$ cat config.mk
export PLATFORM = sky130hd
export DESIGN_NAME = logic_unit_pipe
export DESIGN_NICKNAME = d
export VERILOG_FILES = /design/src/rtl/logic_unit_pipe.sv
export SDC_FILE = /design/constraint.sdc
export NUM_CORES = 1
export LEC_CHECK = 0
export ABC_CLOCK_PERIOD_IN_PS = 4000
export CAP_MARGIN = 40
export CORE_UTILIZATION = 41
export CTS_CLUSTER_SIZE = 28
export DETAILED_ROUTE_END_ITERATION = 8
export DONT_BUFFER_PORTS = 1
export PLACE_DENSITY = 0.59
export SLEW_MARGIN = 10
export SYNTH_ARGS = -nofsm -noshare
export SYNTH_HDL_FRONTEND = slang
export SYNTH_SLANG_ARGS = --single-unit
$ cat constraint.sdc
create_clock -name clk -period 4 [get_ports clk]
set_clock_uncertainty 0.15 [all_clocks]
set_input_delay 0 -clock clk [delete_from_list [all_inputs] [get_ports clk]]
set_output_delay 0 -clock clk [all_outputs]
set_load 0.01 [all_outputs]
$ cat src/rtl/logic_unit_pipe.sv
// rtl/logic_unit_pipe.sv - truth-table logic unit with reduction modes and result FIFO
module logic_unit_pipe #(
  parameter int WIDTH = 32,
  parameter int DEPTH = 2,
  parameter int TAG_W = 4
) (
  input  logic             clk,
  input  logic             rst,
  input  logic             in_valid,
  output logic             in_ready,
  input  logic [WIDTH-1:0] op1,
  input  logic [WIDTH-1:0] op2,
  input  logic [3:0]       logic_sel,
  input  logic [1:0]       mode,
  input  logic [TAG_W-1:0] in_tag,
  output logic             out_valid,
  input  logic             out_ready,
  output logic [WIDTH-1:0] out_result,
  output logic             out_zero,
  output logic [TAG_W-1:0] out_tag
);

  localparam int AW = $clog2(DEPTH);
  localparam logic [AW:0] FULL_CNT = (AW+1)'(DEPTH);

  localparam logic [1:0] MODE_BIT = 2'b00;
  localparam logic [1:0] MODE_OR  = 2'b01;
  localparam logic [1:0] MODE_AND = 2'b10;

  logic [WIDTH-1:0] mem_result_q [DEPTH];
  logic             mem_zero_q   [DEPTH];
  logic [TAG_W-1:0] mem_tag_q    [DEPTH];

  logic [AW-1:0] wr_ptr_q, wr_ptr_d;
  logic [AW-1:0] rd_ptr_q, rd_ptr_d;
  logic [AW:0]   count_q, count_d;

  logic [WIDTH-1:0] bits;
  logic [WIDTH-1:0] result_d;
  logic             zero_d;
  logic             push;
  logic             pop;

  // Per-bit truth-table lookup indexed by {op2, op1}
  always_comb begin
    bits = '0;
    for (int i = 0; i < WIDTH; i++) begin
      bits[i] = logic_sel[{op2[i], op1[i]}];
    end
  end

  // Select bitwise result or a single-bit reduction in bit 0
  always_comb begin
    result_d = '0;
    case (mode)
      MODE_BIT: result_d = bits;
      MODE_OR:  result_d[0] = |bits;
      MODE_AND: result_d[0] = &bits;
      default:  result_d[0] = ^bits;
    endcase
    zero_d = (result_d == '0);
  end

  // Full FIFO refuses input regardless of a same-cycle pop, keeping in_ready off the out_ready path
  assign in_ready  = ~rst & (count_q != FULL_CNT);
  assign out_valid = (count_q != '0);
  assign push      = in_valid & in_ready;
  assign pop       = out_valid & out_ready;

  // Next-state for pointers and occupancy
  always_comb begin
    wr_ptr_d = wr_ptr_q;
    rd_ptr_d = rd_ptr_q;
    count_d  = count_q;
    if (push) wr_ptr_d = wr_ptr_q + 1'b1;
    if (pop)  rd_ptr_d = rd_ptr_q + 1'b1;
    case ({push, pop})
      2'b10:   count_d = count_q + 1'b1;
      2'b01:   count_d = count_q - 1'b1;
      default: count_d = count_q;
    endcase
  end

  // Pointer and count registers; reset discards everything including a same-cycle pop
  always_ff @(posedge clk) begin
    if (rst) begin
      wr_ptr_q <= '0;
      rd_ptr_q <= '0;
      count_q  <= '0;
    end else begin
      wr_ptr_q <= wr_ptr_d;
      rd_ptr_q <= rd_ptr_d;
      count_q  <= count_d;
    end
  end

  // Entry storage is written only on an accepted push; contents need no reset
  always_ff @(posedge clk) begin
    if (push) begin
      mem_result_q[wr_ptr_q] <= result_d;
      mem_zero_q[wr_ptr_q]   <= zero_d;
      mem_tag_q[wr_ptr_q]    <= in_tag;
    end
  end

  // Head outputs forced to zero whenever the FIFO is empty
  always_comb begin
    out_result = '0;
    out_zero   = 1'b0;
    out_tag    = '0;
    if (out_valid) begin
      out_result = mem_result_q[rd_ptr_q];
      out_zero   = mem_zero_q[rd_ptr_q];
      out_tag    = mem_tag_q[rd_ptr_q];
    end
  end

endmodule

==> results of run 1 <==
## cell usage after synthesis
cell type and instances:
sky130_fd_sc_hd__nor3_1 32, sky130_fd_sc_hd__mux4_2 15, sky130_fd_sc_hd__buf_6 1, sky130_fd_sc_hd__and2_1 1, sky130_fd_sc_hd__and3_1 1, sky130_fd_sc_hd__or4_1 1
sky130_fd_sc_hd__dfxtp_1 5, sky130_fd_sc_hd__xor2_1 4, sky130_fd_sc_hd__nand3_1 1, sky130_fd_sc_hd__o21ai_1 1, sky130_fd_sc_hd__nor2_1 44, sky130_fd_sc_hd__buf_1 6
sky130_fd_sc_hd__or3_1 1, sky130_fd_sc_hd__mux2i_1 37, sky130_fd_sc_hd__nand4_1 8, sky130_fd_sc_hd__clkbuf_8 2, sky130_fd_sc_hd__edfxtp_1 74, sky130_fd_sc_hd__xnor2_1 15
sky130_fd_sc_hd__nor4_2 3, sky130_fd_sc_hd__mux4_1 17, sky130_fd_sc_hd__mux2_2 1, sky130_fd_sc_hd__o21ai_0 2, sky130_fd_sc_hd__nand4b_1 1, sky130_fd_sc_hd__nand2_1 4
sky130_fd_sc_hd__o211a_1 1, sky130_fd_sc_hd__ha_1 33, sky130_fd_sc_hd__clkbuf_1 7, sky130_fd_sc_hd__o22ai_1 1, sky130_fd_sc_hd__a21oi_1 2, sky130_fd_sc_hd__nor4_1 5
sky130_fd_sc_hd__buf_2 12, sky130_fd_sc_hd__inv_1 34
## metrics by stage
step	hold WS, ns	total power (W)	instances
after global placement	-0.0872	0.00186	490
after global routing	0.111	0.00293	520
after CTS	0.0810	0.00282	518
after detailed placement	-0.0835	0.00188	491
final	0.0986	0.00278	520
after floorplan	-0.0937	0.00174	372
## critical path: stages (launching register included)
cell	delay, ns
sky130_fd_sc_hd__dfxtp_1	0.41
sky130_fd_sc_hd__inv_1	0.06
sky130_fd_sc_hd__a21oi_1	0.33
sky130_fd_sc_hd__nand2_1	0.22
sky130_fd_sc_hd__nor2_4	0.62
sky130_fd_sc_hd__buf_16	0.23
## power groups by stage
stage	combinational, W	clock, W	sequential, W
after floorplan	0.000714	0	0.00103
after global placement	0.000800	0	0.00106
after detailed placement	0.000822	0	0.00106
after CTS	0.000846	0.000929	0.00104
after global routing	0.000918	0.000958	0.00105
final	0.000834	0.000906	0.00104
## per-layer routing
layer / vias to the layer above / part of all wire [%]
met2: 111 / 46
met3: 8 / 5.9
li1: 1398 / -
met4: 0 / 1.3
met5: - / 0
met1: 1370 / 46
## worst paths after layout
kind,cells past startpoint,end,slack [ns]
setup / recovery,5,mem_result_q[0][19],1.68
hold reg to reg,2,count_q[1],0.36
hold / removal,3,mem_result_q[0][0],0.1
setup reg to reg,5,mem_result_q[0][19],1.68
## cell type report
| class | instances | share of cell area [%] |
|---|---|---|
| Timing Repair Buffer | 17 | 3.49 |
| Tap cell | 143 | 3.28 |
| Inverter | 34 | 2.34 |
| Sequential cell | 79 | 42.6 |
| Clock inverter | 5 | 1.95 |
| Clock buffer | 11 | 4.27 |
| Multi-Input combinational cell | 231 | 42.1 |
## logic make-up (layout without fill, tap and decap cells)
family / count (synthesis) / after routing
AO/OA/AOI/OAI: 7 / 7
XOR/XNOR: 19 / 19
adder cells (fa/ha/maj): 33 / 33
buffers and inverters: 62 / 67
flip-flops: 79 / 79
multiplexers: 70 / 70
AND/OR/NAND/NOR: 102 / 102
## state kept, by name, indices dropped and copies added, names as in the netlist, named ones only
| name | flops |
|---|---|
| wr_ptr_q | 1 |
| count_q | 2 |
| mem_tag_q | 8 |
| rd_ptr_q | 1 |
| mem_zero_q | 2 |
| mem_result_q | 64 |
## what timing repair did
action,4_1_cts,5_1_grt
resized for setup,0,0
hold buffers,11,0
hold endpoints to repair,80,0
==> report_table.html, run 1 <==
<table>
<tr><th>Metric</th><th>Value</th></tr>
<tr><th colspan="2">Global routing</th></tr>
<tr><td>Global Route met3 Usage</td><td>3.06%</td></tr>
<tr><td>Maximum number of pins on one net before global-route repair</td><td>38</td></tr>
<tr><td>Total Routing Usage GR</td><td>16.2%</td></tr>
<tr><td>Routing usage on met2</td><td>25.5%</td></tr>
<tr><td>Initial antenna violation count</td><td>0</td></tr>
<tr><td>Vias in the first global route</td><td>2858</td></tr>
<tr><td>M1 GR Usage</td><td>22.1%</td></tr>
<tr><td>Most congested layer reported by global routing</td><td>met2</td></tr>
<tr><td>Global-route wire length before repair</td><td>15200 um</td></tr>
<tr><td>Overall overflow remaining after global route</td><td>0</td></tr>
<tr><th colspan="2">Setup path</th></tr>
<tr><td>Data required time at the worst endpoint</td><td>3.88 ns</td></tr>
<tr><td>Critical path origin</td><td>count_q[0]</td></tr>
<tr><td>Data arrival time of the worst path</td><td>2.20 ns</td></tr>
<tr><td>Launching element type of the critical path</td><td>flop</td></tr>
<tr><td>Worst Setup Path Type</td><td>flop to flop</td></tr>
<tr><td>Endpoint kind of the worst setup timing path</td><td>flop</td></tr>
<tr><td>Critical path fanouts, max</td><td>22</td></tr>
<tr><td>Startpoint of the most critical register-to-register path</td><td>count_q[0]</td></tr>
<tr><th colspan="2">Yosys</th></tr>
<tr><td>Syn Area/Cell</td><td>13.1 um^2</td></tr>
<tr><td>Post-synthesis cell type count</td><td>32</td></tr>
<tr><td>Yosys top cell by area</td><td>sky130_fd_sc_hd__edfxtp_1</td></tr>
<tr><td>Synthesis warning total</td><td>0</td></tr>
<tr><td>Area fraction in compound gates after synthesis</td><td>0.846%</td></tr>
<tr><td>Post-Synth XOR/XNOR Area</td><td>3.41%</td></tr>
<tr><td>Area share of and/or/nand/nor cells after synthesis</td><td>10.2%</td></tr>
<tr><td>Adder-Cell Fraction of Synth Area</td><td>8.46%</td></tr>
<tr><td>Seq/Total Area, Yosys</td><td>47.6%</td></tr>
<tr><td>Synthesized instance count</td><td>372</td></tr>
<tr><td>Share of synthesized area spent on multiplexers</td><td>23.9%</td></tr>
<tr><td>Main combinational cell family by area after synthesis</td><td>multiplexers</td></tr>
<tr><td>Number of register bits inferred by synthesis</td><td>79</td></tr>
<tr><td>Portion of synthesized cell area occupied by the leading cell type</td><td>45.5%</td></tr>
<tr><td>Net Count, Synth</td><td>483</td></tr>
<tr><td>Area of the mapped netlist</td><td>4880 um^2</td></tr>
<tr><td>Leading post-synthesis cells by cell area</td><td>sky130_fd_sc_hd__edfxtp_1 46%, sky130_fd_sc_hd__mux4_1 9.1%, sky130_fd_sc_hd__ha_1 8.5%, sky130_fd_sc_hd__mux2i_1 7.6%, sky130_fd_sc_hd__mux4_2 6.9%</td></tr>
<tr><th colspan="2">Timing</th></tr>
<tr><td>Max-slew violation count</td><td>0</td></tr>
<tr><td>Max frequency</td><td>430 MHz</td></tr>
<tr><td>Number of failing setup endpoints in the final timing report</td><td>0</td></tr>
<tr><td>Fin crit period</td><td>2.32 ns</td></tr>
<tr><td>Transition time at the pin with the least slew margin</td><td>0.749 ns</td></tr>
<tr><td>Unrepaired setup endpoints after global routing</td><td>false</td></tr>
<tr><td>Tcrit/Tclk final</td><td>58.1%</td></tr>
<tr><td>Worst Setup Slack, final</td><td>1.68 ns</td></tr>
<tr><td>Final total negative setup slack</td><td>0 ns</td></tr>
<tr><td>Worst max-slew margin expressed relative to the limit</td><td>50.0%</td></tr>
<tr><td>Count of endpoints failing hold in the final timing report</td><td>0</td></tr>
<tr><th colspan="2">Routing</th></tr>
<tr><td>First-pass iteration count of the detailed router</td><td>6</td></tr>
<tr><td>Residual DRC count</td><td>16</td></tr>
<tr><td>WL final</td><td>9850 um</td></tr>
<tr><td>Vias</td><td>2887</td></tr>
<tr><td>Residual antenna-violating net count after detailed routing</td><td>0</td></tr>
<tr><td>Routed WL per cell</td><td>18.9 um</td></tr>
<tr><td>DRT iter0 DRCs</td><td>210</td></tr>
<tr><td>Post-detailed-route via-to-cell ratio</td><td>5.55</td></tr>
<tr><th colspan="2">Power</th></tr>
<tr><td>Net switching fraction of the power</td><td>30.0%</td></tr>
<tr><td>Worst IR drop on VDD</td><td>0.255 mV</td></tr>
<tr><td>Power density of the placed cells</td><td>510 nW/um^2</td></tr>
<tr><td>Register share of total power</td><td>37.4%</td></tr>
<tr><td>Switching pwr</td><td>0.000833 W</td></tr>
<tr><td>Combinational group share of total power</td><td>30.0%</td></tr>
<tr><td>Internal power summed over all cells</td><td>0.00195 W</td></tr>
<tr><td>Part of the power in the clock network</td><td>32.6%</td></tr>
<tr><td>P_leak</td><td>1.98 nW</td></tr>
<tr><th colspan="2">Floorplanning</th></tr>
<tr><td>Number of top-level design ports</td><td>117</td></tr>
<tr><td>Initial core utilization</td><td>42.4%</td></tr>
<tr><td>Floorplan row count</td><td>39</td></tr>
<tr><td>Chip height</td><td>111 um</td></tr>
<tr><td>Core box area</td><td>11500 um^2</td></tr>
<tr><td>Full die area</td><td>12400 um^2</td></tr>
<tr><td>Die Wd</td><td>111 um</td></tr>
<tr><th colspan="2">Clock tree</th></tr>
<tr><td>Post-CTS Setup Inserts</td><td>0</td></tr>
<tr><td>Later-pin clock latency in the skew report</td><td>0.32 ns</td></tr>
<tr><td>Inserted Clock Buffers</td><td>9</td></tr>
<tr><td>Clk slew on worst S/H paths</td><td>0.06 ns</td></tr>
<tr><td>TritonCTS clock tree</td><td>done</td></tr>
<tr><td>Root Buffer Master</td><td>sky130_fd_sc_hd__clkbuf_16</td></tr>
<tr><td>Sinks on the clock net</td><td>79</td></tr>
<tr><td>Number of buffers on the longest clock path</td><td>2</td></tr>
<tr><td>Total number of H-tree levels</td><td>3</td></tr>
<tr><th colspan="2">Run status</th></tr>
<tr><td>Failing checks</td><td>DRC</td></tr>
<tr><td>Run status</td><td>finished with violations</td></tr>
<tr><th colspan="2">Min path</th></tr>
<tr><td>Source of the worst hold timing path</td><td>mode[0]</td></tr>
<tr><td>Worst Hold Class</td><td>primary input to flop</td></tr>
<tr><th colspan="2">Place</th></tr>
<tr><td>I/O Buffers</td><td>0</td></tr>
<tr><td>DP HPWL</td><td>7210 um</td></tr>
<tr><td>Final RePlAce weighted congestion</td><td>0.804</td></tr>
<tr><td>Worst setup timing slack at the placement stage</td><td>1.66 ns</td></tr>
<tr><td>Post-Place Cell Area</td><td>4980 um^2</td></tr>
<tr><th colspan="2">Finish</th></tr>
<tr><td>Sequential cell area</td><td>2320 um^2</td></tr>
<tr><td>Most frequent standard cell in the layout excluding fill and tap cells</td><td>sky130_fd_sc_hd__edfxtp_1</td></tr>
<tr><td>Layout cell share with drive strength beyond 1</td><td>11.1%</td></tr>
<tr><td>Filler cell count in the final layout</td><td>1057</td></tr>
<tr><td>Area Growth Syn to Fin</td><td>11.7%</td></tr>
<tr><td>Core occupancy in the finished layout</td><td>47.4%</td></tr>
<tr><td>Final #Nets</td><td>483</td></tr>
<tr><td>Commonest non-fill, non-tap cells in the layout</td><td>74 x sky130_fd_sc_hd__edfxtp_1, 42 x sky130_fd_sc_hd__nor2_1, 37 x sky130_fd_sc_hd__mux2i_1</td></tr>
<tr><td>Multi-input combinational cell area</td><td>2300 um^2</td></tr>
<tr><td>Total non-filler cell area in the finished layout</td><td>5460 um^2</td></tr>
<tr><td>Number of diodes added for antenna fixing</td><td>0</td></tr>
<tr><th colspan="2">Run</th></tr>
<tr><td>MaxCap Viol Count</td><td>0</td></tr>
</table>
Power figures use the tool's default switching activity.
==> run 2, diff against run 1 <==
--- a/config.mk
+++ b/config.mk
@@ -5,7 +5,8 @@
 export SDC_FILE = /design/constraint.sdc
 export NUM_CORES = 1
 export LEC_CHECK = 0
-export ABC_CLOCK_PERIOD_IN_PS = 4000
+export ABC_AREA = 1
+export ABC_CLOCK_PERIOD_IN_PS = 2200
 export CAP_MARGIN = 40
 export CORE_UTILIZATION = 41
 export CTS_CLUSTER_SIZE = 28
==> constraint.sdc (replaced) <==
create_clock -name clk -period 2.2 [get_ports clk]
set_clock_uncertainty 0.15 [all_clocks]
set_input_delay 0 -clock clk [delete_from_list [all_inputs] [get_ports clk]]
set_output_delay 0 -clock clk [all_outputs]
set_load 0.01 [all_outputs]
==> run 2 against run 1 <==
Against the previous run: highest routed layer unchanged; register-to-register slack got worse by 1.5 ns; cell area rose by 31%; via count rose by 82%; largest power group unchanged; the run now ends clean; flip-flop and latch count did not move; power rose by 66%.
==> report_table.html, run 2 <==
<table>
<tr><th>Metric</th><th>Value</th></tr>
<tr><th colspan="2">Run status</th></tr>
<tr><td>Run status</td><td>finished clean</td></tr>
<tr><th colspan="2">Clock tree</th></tr>
<tr><td>Post-CTS Setup Inserts</td><td>0 (unchanged)</td></tr>
<tr><td>Total number of H-tree levels</td><td>3 (unchanged)</td></tr>
<tr><td>Later-pin clock latency in the skew report</td><td>0.32 ns (about the same)</td></tr>
<tr><td>Clk slew on worst S/H paths</td><td>0.05 ns (about the same)</td></tr>
<tr><td>Number of buffers on the longest clock path</td><td>2 (unchanged)</td></tr>
<tr><td>Sinks on the clock net</td><td>79 (unchanged)</td></tr>
<tr><td>Root Buffer Master</td><td>sky130_fd_sc_hd__clkbuf_16</td></tr>
<tr><td>Inserted Clock Buffers</td><td>9 (unchanged)</td></tr>
<tr><td>TritonCTS clock tree</td><td>done</td></tr>
<tr><th colspan="2">Finish</th></tr>
<tr><td>Sequential cell area</td><td>2320 um^2 (about the same)</td></tr>
<tr><td>Filler cell count in the final layout</td><td>1216 (+15%)</td></tr>
<tr><td>Register ranked first by flip-flop count</td><td>mem_result_q</td></tr>
<tr><td>Core occupancy in the finished layout</td><td>53.7% (+6.3 points)</td></tr>
<tr><td>Most frequent standard cell in the layout excluding fill and tap cells</td><td>sky130_fd_sc_hd__nand2_1</td></tr>
<tr><td>Multi-input combinational cell area</td><td>2750 um^2 (+20%)</td></tr>
<tr><td>Registers with the most flip-flops</td><td>mem_result_q: 64 flops, mem_tag_q: 8 flops</td></tr>
<tr><td>Largest register FFs</td><td>64 (unchanged)</td></tr>
<tr><td>Area Growth Syn to Fin</td><td>27.2%</td></tr>
<tr><td>Commonest non-fill, non-tap cells in the layout</td><td>330 x sky130_fd_sc_hd__nand2_1, 119 x sky130_fd_sc_hd__inv_1, 94 x sky130_fd_sc_hd__dlygate4sd3_1</td></tr>
<tr><td>Number of diodes added for antenna fixing</td><td>0 (unchanged)</td></tr>
<tr><td>Final #Nets</td><td>977 (+100%)</td></tr>
<tr><td>Layout cell share with drive strength beyond 1</td><td>8.38% (-2.8 points)</td></tr>
<tr><th colspan="2">Place</th></tr>
<tr><td>Final RePlAce weighted congestion</td><td>0.939 (+17%)</td></tr>
<tr><td>DP HPWL</td><td>10100 um (+39%)</td></tr>
<tr><td>I/O Buffers</td><td>0 (unchanged)</td></tr>
<tr><th colspan="2">Global routing</th></tr>
<tr><td>Total Routing Usage GR</td><td>21.1% (+4.9 points)</td></tr>
<tr><td>Global Route met3 Usage</td><td>2.54% (-0.52 points)</td></tr>
<tr><td>Most congested layer reported by global routing</td><td>met2</td></tr>
<tr><td>Initial antenna violation count</td><td>0 (unchanged)</td></tr>
<tr><td>Vias in the first global route</td><td>5080 (+78%)</td></tr>
<tr><td>Overall overflow remaining after global route</td><td>0 (unchanged)</td></tr>
<tr><td>Routing usage on met2</td><td>36.1% (+11 points)</td></tr>
<tr><td>Maximum number of pins on one net before global-route repair</td><td>39 (+2.6%)</td></tr>
<tr><td>Global-route wire length before repair</td><td>23700 um (+56%)</td></tr>
<tr><td>M1 GR Usage</td><td>26.7% (+4.6 points)</td></tr>
<tr><th colspan="2">Routing</th></tr>
<tr><td>DRT iter0 DRCs</td><td>372 (+77%)</td></tr>
<tr><td>First-pass iteration count of the detailed router</td><td>5 (-1)</td></tr>
<tr><td>Vias</td><td>5263 (+82%)</td></tr>
<tr><td>WL final</td><td>14800 um (+50%)</td></tr>
<tr><td>Residual antenna-violating net count after detailed routing</td><td>0 (unchanged)</td></tr>
<tr><td>Post-detailed-route via-to-cell ratio</td><td>5.03 (-9.5%)</td></tr>
<tr><td>Routed WL per cell</td><td>14.1 um (-25%)</td></tr>
<tr><td>Residual DRC count</td><td>0 (-16)</td></tr>
<tr><th colspan="2">Setup path</th></tr>
<tr><td>Worst Setup Path Type</td><td>primary input to flop</td></tr>
<tr><td>Data required time at the worst endpoint</td><td>2.23 ns (-1.65 ns)</td></tr>
<tr><td>Data arrival time of the worst path</td><td>2.17 ns (-0.03 ns)</td></tr>
<tr><td>Endpoint kind of the worst setup timing path</td><td>flop</td></tr>
<tr><td>Launching element type of the critical path</td><td>primary input</td></tr>
<tr><td>Critical path fanouts, max</td><td>4 (-82%)</td></tr>
<tr><th colspan="2">Yosys</th></tr>
<tr><td>Portion of synthesized cell area occupied by the leading cell type</td><td>39.6% (-5.9 points)</td></tr>
<tr><td>Net Count, Synth</td><td>885 (+83%)</td></tr>
<tr><td>Synthesis warning total</td><td>0 (unchanged)</td></tr>
<tr><td>Seq/Total Area, Yosys</td><td>41.4% (-6.2 points)</td></tr>
<tr><td>Most frequently used cell type in the post-synthesis netlist</td><td>sky130_fd_sc_hd__nand2_1</td></tr>
<tr><td>Yosys top cell by area</td><td>sky130_fd_sc_hd__edfxtp_1</td></tr>
<tr><td>Ys flop type</td><td>sky130_fd_sc_hd__edfxtp_1</td></tr>
<tr><td>Top post-synthesis cells by count</td><td>331 x sky130_fd_sc_hd__nand2_1, 119 x sky130_fd_sc_hd__inv_1, 74 x sky130_fd_sc_hd__edfxtp_1</td></tr>
<tr><td>Area of the mapped netlist</td><td>5610 um^2 (+15%)</td></tr>
<tr><td>Post-synth EDFFs</td><td>74 (unchanged)</td></tr>
<tr><td>Leading post-synthesis cells by cell area</td><td>sky130_fd_sc_hd__edfxtp_1 40%, sky130_fd_sc_hd__nand2_1 22%, sky130_fd_sc_hd__inv_1 8.0%, sky130_fd_sc_hd__ha_1 7.4%, sky130_fd_sc_hd__a21oi_1 4.9%</td></tr>
<tr><td>FFs w/ async S/R, synth</td><td>0% (unchanged)</td></tr>
<tr><td>Syn Area/Cell</td><td>7.25 um^2 (-45%)</td></tr>
<tr><td>Number of register bits inferred by synthesis</td><td>79 (unchanged)</td></tr>
<tr><td>Post-synthesis cell type count</td><td>22 (-31%)</td></tr>
<tr><td>Synthesized instance count</td><td>774 (+110%)</td></tr>
<tr><th colspan="2">Power</th></tr>
<tr><td>P_leak</td><td>3.48 nW (+75%)</td></tr>
<tr><td>Worst IR drop on VDD</td><td>0.456 mV (+79%)</td></tr>
<tr><td>Total power</td><td>0.00463 W (+66%)</td></tr>
<tr><td>Power density of the placed cells</td><td>649 nW/um^2 (+27%)</td></tr>
<tr><th colspan="2">Floorplanning</th></tr>
<tr><td>Die Wd</td><td>119 um (+7.0%)</td></tr>
<tr><td>Full die area</td><td>14200 um^2 (+15%)</td></tr>
<tr><td>Initial core utilization</td><td>42.2% (-0.22 points)</td></tr>
<tr><td>Chip height</td><td>119 um (+7.0%)</td></tr>
<tr><td>Core box area</td><td>13300 um^2 (+15%)</td></tr>
<tr><td>Number of top-level design ports</td><td>117 (unchanged)</td></tr>
<tr><td>Floorplan row count</td><td>42 (+7.7%)</td></tr>
<tr><th colspan="2">Timing</th></tr>
<tr><td>Count of endpoints failing hold in the final timing report</td><td>0 (unchanged)</td></tr>
<tr><td>Number of failing setup endpoints in the final timing report</td><td>0 (unchanged)</td></tr>
<tr><td>Transition time at the pin with the least slew margin</td><td>0.433 ns (-0.316 ns)</td></tr>
<tr><td>Max-slew violation count</td><td>0 (unchanged)</td></tr>
<tr><td>Fin crit period</td><td>2.14 ns</td></tr>
<tr><td>Final total negative setup slack</td><td>0 ns (unchanged)</td></tr>
<tr><td>Final worst hold slack</td><td>0.00724 ns (-0.0914 ns)</td></tr>
<tr><td>Max frequency</td><td>468 MHz</td></tr>
<tr><td>Worst max-slew margin expressed relative to the limit</td><td>71.1% (+21 points)</td></tr>
<tr><td>Tcrit/Tclk final</td><td>97.2%</td></tr>
<tr><th colspan="2">Run</th></tr>
<tr><td>MaxCap Viol Count</td><td>0 (unchanged)</td></tr>
<tr><th colspan="2">Min path</th></tr>
<tr><td>Worst Hold Class</td><td>primary input to flop</td></tr>
</table>
run 2: cell types whose count changed after synthesis, sizes merged, moves of 4 or more:
cell / before / now
a21oi: 2 / 73
nor4: 8 / 0
xor2: 4 / 0
mux4: 32 / 0
nor3: 32 / 1
xnor2: 15 / 2
nand2: 4 / 331
buf: 19 / 23
inv: 34 / 122
clkbuf: 9 / 3
nor2: 44 / 31
nand3: 1 / 65
mux2i: 37 / 0
run 2: cells by family (layout without fill, tap and decap cells):
kind of cell	Yosys count	count (layout)	synth area share, %
AND/OR/NAND/NOR	439	439	32.5
buffers and inverters	148	245	10.7
adder cells (fa/ha/maj)	33	33	7.36
AO/OA/AOI/OAI	73	73	7.72
XOR/XNOR	2	2	0.312
flip-flops	79	79	41.4
run 2: layout make-up:
cell class              instances  share of cell area, %
clock inverters                 5                   1.02
well taps                     176                   3.09
flip-flops and latches         79                   32.6
repair buffers                107                   15.1
multi-input cells             547                   38.5
clock buffers                  11                   3.26
inverters                     122                   6.42
run 2: final timing paths:
| path | from | to | slack (ns) | depth (start not counted) |
|---|---|---|---|---|
| hold reg to reg | rd_ptr_q | rd_ptr_q | 0.35 | 2 |
| hold / removal | op1[22] | mem_result_q[0][22] | 0.007 | 4 |
| setup reg to reg | count_q[0] | count_q[1] | 0.17 | 9 |
| setup / recovery | mode[0] | mem_result_q[0][31] | 0.06 | 6 |
run 2: report_power, final:
group | internal [W] | switching (W) | total (W)
Clock | 0.000983 | 0.000519 | 0.00150
Combinational | 0.000510 | 0.000867 | 0.00138
Sequential | 0.00173 | 0.0000238 | 0.00175
run 2: stage by stage:
stage	cells	setup slack (ns)	instance area, um^2
6_report	1047	0.0619	7130
5_1_grt	1047	-0.0273	7130
4_1_cts	1048	0.0148	7090
3_5_place_dp	934	0.225	5810
3_3_place_gp	934	0.374	5810
2_1_floorplan	774	-0.224	5610
run 2: timing repair:
item	4_1_cts	5_1_grt
gates resized for setup	0	15
hold buffers	98	0
hold endpoints to repair	79	0
setup endpoints to repair	0	14
run 2: per-layer routing:
layer  part of all wire (%)  up-vias
li1                       -     2625
met1                     45     2422
met2                     48      179
met3                    4.1       37
met4                    3.1        0
met5                      0        -
run 2: critical path, cell delays in order:
cell	delay, ns
sky130_fd_sc_hd__dlygate4sd3_1	0.60
sky130_fd_sc_hd__nor2_2	0.16
sky130_fd_sc_hd__dlygate4sd3_1	0.59
sky130_fd_sc_hd__inv_1	0.04
sky130_fd_sc_hd__nor2_1	0.17
sky130_fd_sc_hd__dlygate4sd3_1	0.60
==> run 3, diff against run 2 <==
--- a/config.mk
+++ b/config.mk
@@ -8,11 +8,11 @@
 export ABC_AREA = 1
 export ABC_CLOCK_PERIOD_IN_PS = 2200
 export CAP_MARGIN = 40
-export CORE_UTILIZATION = 41
+export CORE_UTILIZATION = 27
 export CTS_CLUSTER_SIZE = 28
 export DETAILED_ROUTE_END_ITERATION = 8
 export DONT_BUFFER_PORTS = 1
-export PLACE_DENSITY = 0.59
+export PLACE_DENSITY = 0.44
 export SLEW_MARGIN = 10
 export SYNTH_ARGS = -nofsm -noshare
 export SYNTH_HDL_FRONTEND = slang
==> run 3 against run 2 <==
Against the previous run: sequential power is essentially flat; routed wire length is 9.2% higher; critical path depth increased by 1; register-to-register slack improved by 0.12 ns; cell count grew 7.5%; via count is 5.5% lower; global-route usage decreased by 5.6 points; the run now ends with hold timing left; cell area is 0.58% lower.
==> report_table.html, run 3 (synthesis results as in run 2) <==
<table>
<tr><th>Metric</th><th>Value</th></tr>
<tr><th colspan="2">Clock tree</th></tr>
<tr><td>TritonCTS clock tree</td><td>done</td></tr>
<tr><td>Sinks on the clock net</td><td>79 (unchanged)</td></tr>
<tr><td>Total number of H-tree levels</td><td>3 (unchanged)</td></tr>
<tr><td>Root Buffer Master</td><td>sky130_fd_sc_hd__clkbuf_16</td></tr>
<tr><td>Clk slew on worst S/H paths</td><td>0.06 ns (about the same)</td></tr>
<tr><td>Inserted Clock Buffers</td><td>9 (unchanged)</td></tr>
<tr><td>Number of buffers on the longest clock path</td><td>2 (unchanged)</td></tr>
<tr><td>Later-pin clock latency in the skew report</td><td>0.33 ns (about the same)</td></tr>
<tr><td>Post-CTS Setup Inserts</td><td>0 (unchanged)</td></tr>
<tr><th colspan="2">Run status</th></tr>
<tr><td>Failing checks</td><td>hold timing</td></tr>
<tr><td>Run status</td><td>finished with violations</td></tr>
<tr><th colspan="2">Routing</th></tr>
<tr><td>Post-detailed-route via-to-cell ratio</td><td>4.42 (-12%)</td></tr>
<tr><td>Vias</td><td>4972 (-5.5%)</td></tr>
<tr><td>WL final</td><td>16100 um (+9.2%)</td></tr>
<tr><td>Residual antenna-violating net count after detailed routing</td><td>0 (unchanged)</td></tr>
<tr><td>First-pass iteration count of the detailed router</td><td>4 (-1)</td></tr>
<tr><td>DRT iter0 DRCs</td><td>197 (-47%)</td></tr>
<tr><td>Routed WL per cell</td><td>14.3 um (+1.6%)</td></tr>
<tr><td>Residual DRC count</td><td>0 (unchanged)</td></tr>
<tr><th colspan="2">Setup path</th></tr>
<tr><td>Critical path origin</td><td>op2[30]</td></tr>
<tr><td>Endpoint kind of the worst setup timing path</td><td>flop</td></tr>
<tr><td>Data required time at the worst endpoint</td><td>2.13 ns (-0.10 ns)</td></tr>
<tr><td>Data arrival time of the worst path</td><td>2.09 ns (-0.08 ns)</td></tr>
<tr><td>Critical path fanouts, max</td><td>2 (-2)</td></tr>
<tr><td>CP dominant cell by count</td><td>sky130_fd_sc_hd__dlygate4sd3_1</td></tr>
<tr><td>Startpoint of the most critical register-to-register path</td><td>count_q[0]</td></tr>
<tr><td>Worst Setup Path Type</td><td>primary input to flop</td></tr>
<tr><td>Critical-path cell list</td><td>dlygate4sd3_1 &gt; a21oi_2 &gt; nand2_1 &gt; dlygate4sd3_1 &gt; nand3_2 &gt; dlygate4sd3_1 &gt; inv_1</td></tr>
<tr><td>Delay of the slowest cell on the worst path</td><td>0.60 ns (about the same)</td></tr>
<tr><td>Launching element type of the critical path</td><td>primary input</td></tr>
<tr><td>Critical-path cell with the highest stage delay</td><td>sky130_fd_sc_hd__dlygate4sd3_1</td></tr>
<tr><th colspan="2">Power</th></tr>
<tr><td>Net switching fraction of the power</td><td>32.2% (+1.8 points)</td></tr>
<tr><td>P_leak</td><td>3.41 nW (-1.8%)</td></tr>
<tr><td>Total power</td><td>0.00458 W (-1.2%)</td></tr>
<tr><td>Combinational group share of total power</td><td>29.5% (-0.2 points)</td></tr>
<tr><td>Power density of the placed cells</td><td>645 nW/um^2 (-0.63%)</td></tr>
<tr><td>Internal power summed over all cells</td><td>0.00310 W (-3.8%)</td></tr>
<tr><td>Worst IR drop on VDD</td><td>0.288 mV (-37%)</td></tr>
<tr><td>Register share of total power</td><td>38.3% (+0.5 points)</td></tr>
<tr><td>Switching pwr</td><td>0.00147 W (+4.6%)</td></tr>
<tr><td>Part of the power in the clock network</td><td>32.2% (-0.2 points)</td></tr>
<tr><th colspan="2">Timing</th></tr>
<tr><td>Count of endpoints failing hold in the final timing report</td><td>4 (+4)</td></tr>
<tr><td>Tcrit/Tclk final</td><td>97.9% (+0.72 points)</td></tr>
<tr><td>Max-slew violation count</td><td>0 (unchanged)</td></tr>
<tr><td>Worst max-slew margin expressed relative to the limit</td><td>70.0% (-1.2 points)</td></tr>
<tr><td>Fin crit period</td><td>2.15 ns (+0.0158 ns)</td></tr>
<tr><td>Max frequency</td><td>464 MHz (-0.73%)</td></tr>
<tr><td>Transition time at the pin with the least slew margin</td><td>0.450 ns (+0.0175 ns)</td></tr>
<tr><td>Unrepaired setup endpoints after global routing</td><td>false</td></tr>
<tr><td>Final worst hold slack</td><td>-0.0112 ns (-0.0185 ns)</td></tr>
<tr><td>Number of failing setup endpoints in the final timing report</td><td>0 (unchanged)</td></tr>
<tr><td>Final total negative setup slack</td><td>0 ns (unchanged)</td></tr>
<tr><th colspan="2">Min path</th></tr>
<tr><td>Worst Hold Class</td><td>primary input to flop</td></tr>
<tr><td>Source of the worst hold timing path</td><td>logic_sel[2]</td></tr>
<tr><th colspan="2">Finish</th></tr>
<tr><td>Multi-input combinational cell area</td><td>2740 um^2 (-0.27%)</td></tr>
<tr><td>Largest register FFs</td><td>64 (unchanged)</td></tr>
<tr><td>Commonest non-fill, non-tap cells in the layout</td><td>330 x sky130_fd_sc_hd__nand2_1, 119 x sky130_fd_sc_hd__inv_1, 78 x sky130_fd_sc_hd__dlygate4sd3_1</td></tr>
<tr><td>Sequential cell area</td><td>2320 um^2 (unchanged)</td></tr>
<tr><td>Layout cell share with drive strength beyond 1</td><td>8.88% (+0.50 points)</td></tr>
<tr><td>Register ranked first by flip-flop count</td><td>mem_result_q</td></tr>
<tr><td>Post-layout instance count excluding filler cells</td><td>1126 (+7.5%)</td></tr>
<tr><td>Final #Nets</td><td>962 (-1.5%)</td></tr>
<tr><td>Number of diodes added for antenna fixing</td><td>0 (unchanged)</td></tr>
<tr><td>Most frequent standard cell in the layout excluding fill and tap cells</td><td>sky130_fd_sc_hd__nand2_1</td></tr>
<tr><td>Area Growth Syn to Fin</td><td>26.4%</td></tr>
<tr><td>Registers with the most flip-flops</td><td>mem_result_q: 64 flops, mem_tag_q: 8 flops</td></tr>
<tr><td>Filler cell count in the final layout</td><td>2179 (+79%)</td></tr>
<tr><th colspan="2">Global routing</th></tr>
<tr><td>Global-route wire length before repair</td><td>25600 um (+8.1%)</td></tr>
<tr><td>Total Routing Usage GR</td><td>15.5% (-5.6 points)</td></tr>
<tr><td>Initial antenna violation count</td><td>0 (unchanged)</td></tr>
<tr><td>Vias in the first global route</td><td>4765 (-6.2%)</td></tr>
<tr><td>Overall overflow remaining after global route</td><td>0 (unchanged)</td></tr>
<tr><td>Maximum number of pins on one net before global-route repair</td><td>39 (unchanged)</td></tr>
<tr><th colspan="2">Floorplanning</th></tr>
<tr><td>Chip height</td><td>146 um (+23%)</td></tr>
<tr><td>Core box area</td><td>20300 um^2 (+53%)</td></tr>
<tr><td>Full die area</td><td>21400 um^2 (+51%)</td></tr>
<tr><td>Floorplan row count</td><td>52 (+24%)</td></tr>
<tr><td>Number of top-level design ports</td><td>117 (unchanged)</td></tr>
<tr><td>Die Wd</td><td>146 um (+23%)</td></tr>
<tr><td>Initial core utilization</td><td>27.6% (-15 points)</td></tr>
<tr><th colspan="2">Place</th></tr>
<tr><td>I/O Buffers</td><td>0 (unchanged)</td></tr>
<tr><td>Placed cells</td><td>1030 (+10%)</td></tr>
<tr><td>DP HPWL</td><td>11500 um (+14%)</td></tr>
<tr><td>Final RePlAce weighted congestion</td><td>0.745 (-21%)</td></tr>
<tr><th colspan="2">Run</th></tr>
<tr><td>MaxCap Viol Count</td><td>0 (unchanged)</td></tr>
</table>
## run 3: what timing repair did
item                                    in CTS  in global routing
endpoints found under the setup margin       0                 10
hold buffers                                81                  0
endpoints found under the hold margin       69                  0
resized for setup                            0                 12
## run 3: routing by layer
layer  wire length, um  global-route usage [%]  vias to the layer above
li1                  -                       -                     2596
met1              7970                    21.9                     2254
met2              7230                    24.4                      113
met3               800                    2.47                        9
met4               140                    4.17                        0
met5                 0                       0                        -
## run 3: path summary, 6_finish.rpt
path	endpoint	slack [ns]	cells past startpoint
min reg2reg	rd_ptr_q	0.34	2
max reg2reg	count_q[1]	0.29	9
max	mem_result_q[0][30]	0.05	7
min	mem_result_q[0][23]	-0.01	4
## run 3: power by group through the flow
stage / Combinational [W] / Sequential [W] / Clock [W]
floorplan: 0.000937 / 0.00178 / 0
global placement: 0.00121 / 0.00178 / 0
detailed placement: 0.00122 / 0.00178 / 0
CTS: 0.00136 / 0.00175 / 0.00151
global route: 0.00154 / 0.00176 / 0.00158
finish: 0.00135 / 0.00175 / 0.00148
## run 3: area by class of cell
cell class                      count  area share (%)
Tap cell                          270            4.76
Clock buffer                       10            3.23
Sequential cell                    79            32.7
Timing Repair Buffer               92            13.2
Inverter                          122            6.46
Clock inverter                      6           0.988
Multi-Input combinational cell    547            38.7
## run 3: worst max-delay path, delay by kind of cell
kind	cells	cell delay, ns
buf+inv	4	1.80
simple gates	2	0.17
compound gates	1	0.12
## run 3: stage by stage
stage / instance area (um^2) / worst slack [ns] / util, % / hold WS [ns]
after floorplan: 5610 / -0.224 / - / -0.0985
after global placement: 5950 / 0.360 / 29.3 / -0.0771
after detailed placement: 5950 / 0.316 / 29.3 / -0.0769
after CTS: 7060 / 0.0219 / 34.8 / 0.00231
after global routing: 7090 / 0.000946 / 34.9 / 0.0341
final: 7090 / 0.0461 / 34.9 / -0.0112
